## src/rtl/clock_enable_scheduler.sv

```systemverilog
// rtl/clock_enable_scheduler.sv - processor clock-enable sequencer (halt / run / single-step)
//
// Purpose: issues a registered one-cycle CLK_EN qualifier to the processor core.
//   HALT : no enables.
//   RUN  : one enable every div_reg+1 cycles.
//   STEP : one enable per rising edge of the debug step button.
// Ports:
//   CLK_IN    in   1      system clock, rising edge
//   RST       in   1      synchronous active-high reset
//   MODE      in   2      01 RUN, 10 STEP, 00/11 HALT
//   STEP_REQ  in   1      debounced step button level
//   HALT_REQ  in   1      processor halt request level
//   DIV_LOAD  in   1      load DIV_VAL into divisor this cycle
//   DIV_VAL   in   CNT_W  new divisor (period = DIV_VAL+1)
//   CLK_EN    out  1      one-cycle enable pulse
//   RUNNING   out  1      high while in S_RUN
//   TICK_CNT  out  16     number of CLK_EN pulses issued (wrapping)
module clock_enable_scheduler #(
    parameter int          CNT_W       = 16,
    parameter int unsigned DEFAULT_DIV = 3
) (
    input  logic             CLK_IN,
    input  logic             RST,
    input  logic [1:0]       MODE,
    input  logic             STEP_REQ,
    input  logic             HALT_REQ,
    input  logic             DIV_LOAD,
    input  logic [CNT_W-1:0] DIV_VAL,
    output logic             CLK_EN,
    output logic             RUNNING,
    output logic [15:0]      TICK_CNT
);

    typedef enum logic [1:0] {
        S_HALT = 2'd0,
        S_RUN  = 2'd1,
        S_STEP = 2'd2
    } state_t;

    localparam logic [1:0] MODE_RUN  = 2'b01;
    localparam logic [1:0] MODE_STEP = 2'b10;

    state_t           r_state;
    state_t           w_next_state;
    logic [CNT_W-1:0] r_cnt;
    logic [CNT_W-1:0] w_next_cnt;
    logic [CNT_W-1:0] r_div;
    logic             r_clk_en;
    logic             w_next_clk_en;
    logic             r_running;
    logic [15:0]      r_tick;
    logic             r_step_q;
    logic             w_step_edge;

    // r_step_q resets high so a button held through reset is not seen as a press.
    assign w_step_edge = STEP_REQ & ~r_step_q;

    always_comb begin
        w_next_state  = r_state;
        w_next_cnt    = r_cnt;
        w_next_clk_en = 1'b0;
        case (r_state)
            S_HALT: begin
                if (MODE == MODE_RUN && !HALT_REQ) begin
                    w_next_state = S_RUN;
                    w_next_cnt   = '0;
                end else if (MODE == MODE_STEP && w_step_edge) begin
                    w_next_state = S_STEP;
                end
            end
            S_RUN: begin
                // Leaving RUN takes priority over a terminal count: no pulse on exit.
                if (MODE != MODE_RUN || HALT_REQ) begin
                    w_next_state = S_HALT;
                    w_next_cnt   = '0;
                end else if (r_cnt == r_div) begin
                    w_next_cnt    = '0;
                    w_next_clk_en = 1'b1;
                end else begin
                    w_next_cnt = r_cnt + CNT_W'(1);
                end
            end
            S_STEP: begin
                w_next_clk_en = 1'b1;
                w_next_state  = S_HALT;
            end
            default: begin
                w_next_state = S_HALT;
            end
        endcase
        // A divisor load restarts the period; in RUN it also suppresses a
        // coincident terminal-count pulse. A step pulse is unaffected.
        if (DIV_LOAD) begin
            w_next_cnt = '0;
            if (r_state == S_RUN) begin
                w_next_clk_en = 1'b0;
            end
        end
    end

    always_ff @(posedge CLK_IN) begin
        if (RST) begin
            r_state   <= S_HALT;
            r_cnt     <= '0;
            r_div     <= CNT_W'(DEFAULT_DIV);
            r_clk_en  <= 1'b0;
            r_running <= 1'b0;
            r_tick    <= '0;
            r_step_q  <= 1'b1;
        end else begin
            r_state   <= w_next_state;
            r_cnt     <= w_next_cnt;
            if (DIV_LOAD) begin
                r_div <= DIV_VAL;
            end
            r_clk_en  <= w_next_clk_en;
            r_running <= (w_next_state == S_RUN);
            r_tick    <= r_tick + 16'(r_clk_en);
            r_step_q  <= STEP_REQ;
        end
    end

    assign CLK_EN   = r_clk_en;
    assign RUNNING  = r_running;
    assign TICK_CNT = r_tick;

endmodule
```

## config.mk

```make
export PLATFORM = sky130hd
export DESIGN_NAME = clock_enable_scheduler
export DESIGN_NICKNAME = d
export VERILOG_FILES = /design/src/rtl/clock_enable_scheduler.sv
export SDC_FILE = /design/constraint.sdc
export NUM_CORES = 1
export LEC_CHECK = 0
export BUFFER_PORTS_ARGS = -buffer_cell sky130_fd_sc_hd__buf_4
export CAP_MARGIN = 10
export CORE_UTILIZATION = 55
export CTS_CLUSTER_DIAMETER = 150
export DETAILED_ROUTE_END_ITERATION = 6
export PLACE_DENSITY = 0.8
export SYNTH_ARGS = -nofsm -noshare
export SYNTH_HDL_FRONTEND = slang
export SYNTH_SLANG_ARGS = --single-unit
```

## constraint.sdc

```tcl
create_clock -name CLK_IN -period 2 [get_ports CLK_IN]
set_input_delay 0.4 -clock CLK_IN [delete_from_list [all_inputs] [get_ports CLK_IN]]
set_output_delay 0.4 -clock CLK_IN [all_outputs]
set_load 0.1 [all_outputs]
```

== After elaboration in Yosys (flattened, before gate mapping) ==
Index checks and enable logic that the tools add are counted.

* Add/subtract/negate cells: 2
* Eq/ne operators: 8
* Muxes and demuxes: 13
* Bitwise gates (word level): 2
* Reduce and logical (&&, ||, !) cells: 8

{| class="wikitable"
|+ Operator list
! kind !! count
|-
| 2-to-1 mux 16 bit || 3
|-
| one-hot mux 16 bit (2 select lines) || 1
|-
| adder 16 x 1 -> 16 bit || 1
|-
| adder 16 x 1 -> 16 bit, second input constant || 1
|-
| == test 16 bit || 1
|-
| == test 2 x 1 -> 1 bit, second input constant || 3
|-
| 2-to-1 mux 2 bit || 3
|-
| == test 2 bit, second input constant || 2
|-
| 2-to-1 mux 1 bit || 4
|-
| one-hot mux 2 bit (2 select lines) || 1
|-
| logical AND 1 bit || 2
|-
| zero test 2 bit || 1
|-
| inequality test 2 x 1 -> 1 bit, second input constant || 1
|-
| inequality test 2 bit, second input constant || 1
|-
| one-hot mux 1 bit (2 select lines) || 1
|-
| AND reduction 2 bit || 1
|-
| nonzero test 2 bit || 1
|-
| OR reduction 2 bit || 1
|-
| bitwise AND 1 bit || 1
|-
| zero test 1 bit || 1
|-
| logical OR 1 bit || 1
|-
| inverter 1 bit || 1
|}

* Flip-flop bits (word level): 53
* Input bits: 23
* Output and inout bits: 18
* Logic and storage cells: 40

== Logic depth before layout (Yosys ltp) ==
* Depth after elaboration: 7
* Depth in mapped cells: 8
* Depth with buffers taken out: 7

== Least setup slack after synthesis ==
Ideal clock, no wire load.

* Path type: register to register
* Start point: reg r_tick[0], in the netlist TICK_CNT[0]
* End point: reg r_tick[14], in the netlist TICK_CNT[14]
* Library setup time: 67 ps
* Arrival time: 2237 ps
* Data required time: 1933 ps
* Path slack: -304 ps
* Stages on the path, launching flop included: 8
* Period minus slack after synthesis: 2304 ps
* Cell sequence: dfxtp_1 ha_1 ha_1 nand2_1 nor3_1 nand3_1 xor2_1 nor2_1

* Word-level cells in the longest chain between the ends: 1

{| class="wikitable"
|+ Ends and longest elaborated chain
! what !! line !! RTL
|-
| from (decl) || 51 || <nowiki>logic [15:0] r_tick;</nowiki>
|-
| from (signal assigned) || 118 || <nowiki>r_tick <= r_tick + 16'(r_clk_en);</nowiki>
|-
| adder 16 x 1 -> 16 bit || 118 ||
|}

No other way between the ends.
A chain may end at the register's enable or synchronous reset.

== Final worst setup path ==
* Start point: reg r_cnt[14]
* End point: reg r_cnt[9]

* Word-level cells in the longest chain between the ends: 4

{| class="wikitable"
|+ Ends and longest elaborated chain
! what !! line !! RTL
|-
| from (decl) || 45 || <nowiki>logic [CNT_W-1:0] r_cnt;</nowiki>
|-
| from (signal assigned) || 112 || <nowiki>r_cnt <= w_next_cnt;</nowiki>
|-
| == test 16 bit || 76 || <nowiki>end else if (r_cnt == r_div) begin</nowiki>
|-
| 2-to-1 mux 16 bit || 76 ||
|-
| 2-to-1 mux 16 bit || 73 || <nowiki>if (MODE != MODE_RUN || HALT_REQ) begin</nowiki>
|-
| one-hot mux 16 bit (2 select lines) || 62 || <nowiki>case (r_state)</nowiki>
|}

No other way between the ends.

==> out/qor.yml <==
status: "completed"
ctsResizeCount: 0
reg2reg_to: "r_cnt[9]$_SDFFE_PP0P_"
min_delay_worst_endpoint: "r_step_q$_SDFF_PP1_"
cp_top_family: "simple AND/OR/NAND/NOR gates"
die_h_um: 69.61
post-dp-hpwl_um: 3736
via_per_inst: 5.611
cp.required_ns: 2.18
clock.fmax_mhz: 565.8
grt_pass1_wl_um: 9045
hp-start: "STEP_REQ"
ys_seq_area_frac: 0.4221
cts-root-buf: "clkbuf_8"
synthTopCellsByArea: "dfxtp_1, xor2_1, nor2_1"
drtIter0Drc: 168
drive_above_1_share: 0.2086
cap_violations: 0
grt.overflow.total: 0
grt_setup_unrepaired: "false"
post_cts_buffers: 0
skew_ns: 0.005202
final.fill_count: 367
ys_types: 37
crit_path_top_delay_cell: "dfxtp_1"
syn-mean-instance-area_um2: 8.789
area_delta_synth_final_pct: 17.62
synthFlopType: "dfxtp_1"
synthesis.nets: 315
cp-end-kind: "flop"
clock_sinks: 53
cts_buffer_depth: 2
track_usage: 0.2324
max_slew_margin: 0.6656
p_leak_nw: 1.278
final-seq-area_um2: 1072
setup_viol: 0
routed-via-count: 2121
grt_pass1_vias: 1959
finalSetupTns_ns: 0
htree_num_levels: 2
start_util: 0.5733
ys_seq_elements: 53
crit_type: "reg -> reg"
timing.rr.start: "r_cnt[14]$_SDFFE_PP0P_"
nNetsFinal: 355
cts_made_buffers: 5
postRouteAntennaNets: 0
max_stage_delay_ns: 0.45
clk_pin_slew_ns: 0.09
r2r_slack_ns: 0.23
syn-cell-area_um2: 2514
finalPower_w: 0.001854
yosysTopAreaCell: "dfxtp_1"
gp_congestion: 0.8083
clk_latency_ns: 0.30
synth_most_common_cell: "dfxtp_1"
multi_input_area_um2: 1384
path_cells: "xor2_1 > nor4_1 > nand4_1 > buf_4 > nand3_1 > o21ai_0"
period_share: 0.8837
ys_warn_count: 0
hold_class: "in -> reg"
tritoncts: "done"
coreArea_um2: 4384
hold_depth: 2
synth_edf_count: 0
netlist.area_leader.share: 0.4221
place_ws_ns: 0.2656
critPathMaxFanout: 21
synthTopCellsByCount: "dfxtp_1, nor2_1, nand2_1, xor2_1, nand3_1"
port-buffer-count: 40
antenna_found_initial: 0
start_kind: "flop"
utilization: 0.6744
power.density_nw_per_um2: 627.2
worst_r2r_path_depth: 6
wl_per_cell_um: 13.88
setup_ws_ns: 0.2326
pin_count: 41
std_cell_rows: 24
dieArea_um2: 4845
drv_slew: 0
n_antenna_cell: 0
wirelength_um: 5246
layout.cells.non_filler: 378
min_period_ns: 1.767
async_flop_share: 0
route.detailed.drc: 0
timing.critical_path.buf_inv: 1
dp_cells: 371
grt_max_degree: 38
critPathArrivalTime_ns: 1.95
postCtsHoldBufs: 0
tightest_slew_ns: 0.4978
drt_pass1_iterations: 4
synthCells: 286
ir_drop_mv: 0.5370
die_w_um: 69.61
hold_viol_final: 0
-- cell usage in the layout, fill, tap and decap left out, types with 4 or more instances in the layout --
master	count
o21ai_0	7
nor2_1	42
dfxtp_2	9
buf_4	45
mux2i_1	14
dfxtp_1	44
xor2_1	26
nor4_1	5
xnor2_1	6
nand4_1	11
nand2_1	26
and3_1	7
a21oi_1	4
clkbuf_8	6
nor2b_1	5
nand3_1	22
o211ai_1	4
ha_1	6
nor3_1	6
-- how the worst max path moves through the flow --
stage	cells past startpoint	endpoint	slack, ns	startpoint
after floorplan	5	TICK_CNT[14]$_SDFF_PP0_	0.0004	TICK_CNT[8]$_SDFF_PP0_
after global placement	6	r_cnt[9]$_SDFFE_PP0P_	0.31	r_cnt[0]$_SDFFE_PP0P_
after detailed placement	6	r_cnt[9]$_SDFFE_PP0P_	0.27	r_cnt[0]$_SDFFE_PP0P_
after CTS	6	r_cnt[9]$_SDFFE_PP0P_	0.26	r_cnt[0]$_SDFFE_PP0P_
after global routing	8	r_cnt[6]$_SDFFE_PP0P_	0.12	r_state[0]$_SDFF_PP0_
final	6	r_cnt[9]$_SDFFE_PP0P_	0.23	r_cnt[14]$_SDFFE_PP0P_
-- metal layers --
| layer | track usage | part of all wire | vias to the layer above |
|---|---|---|---|
| met5 | 0 | 0 | - |
| met4 | 0.07483 | 0.013 | 0 |
| met3 | 0.06105 | 0.054 | 7 |
| met2 | 0.3625 | 0.46 | 51 |
| met1 | 0.3134 | 0.48 | 985 |
| li1 | - | - | 1078 |
-- cell families (layout without fill, tap and decap cells) --
logic type               Yosys count  count (layout)  share of synthesized area
XOR/XNOR                          32              32                     0.1115
AO/OA/AOI/OAI                     25              25                    0.06670
multiplexers                      14              14                    0.05575
AND/OR/NAND/NOR                  141             141                     0.2867
adder cells (fa/ha/maj)            6               6                    0.02986
buffers and inverters             15              55                    0.02737
flip-flops                        53              53                     0.4221
-- state kept, by name, summed over array words and instances, names as in the netlist --
signal    cells
RUNNING       1
r_div        16
r_cnt        16
r_state       2
r_step_q      1
TICK_CNT     16
CLK_EN        1
-- where the power goes --
group | leakage [nW] | internal (W) | switching [W]
registers | 0.435 | 0.00108 | 0.0000148
logic | 0.798 | 0.0000750 | 0.0000773
clock network | 0.0443 | 0.000276 | 0.000334
-- per-stage QoR --
stage	instance area (µm²)	hold WS [ns]
floorplan	2525	0.4707
global placement	2870	0.4874
detailed placement	2870	0.4973
CTS	2957	0.2836
global route	2957	0.2885
finish	2957	0.2901
-- worst reg2reg max path, cell delays in order (launching register included) --
cell	delay, ns
dfxtp_1	0.45
xor2_1	0.12
nor4_1	0.37
nand4_1	0.14
buf_4	0.24
nand3_1	0.20
o21ai_0	0.13
-- cell type report --
cell class              count  area share
well taps                  52     0.02201
repair buffers             45      0.1143
multi-input cells         218      0.4680
flip-flops and latches     53      0.3627
inverters                   3    0.003809
clock buffers               7     0.02920
(Power assumes the default switching activity.)
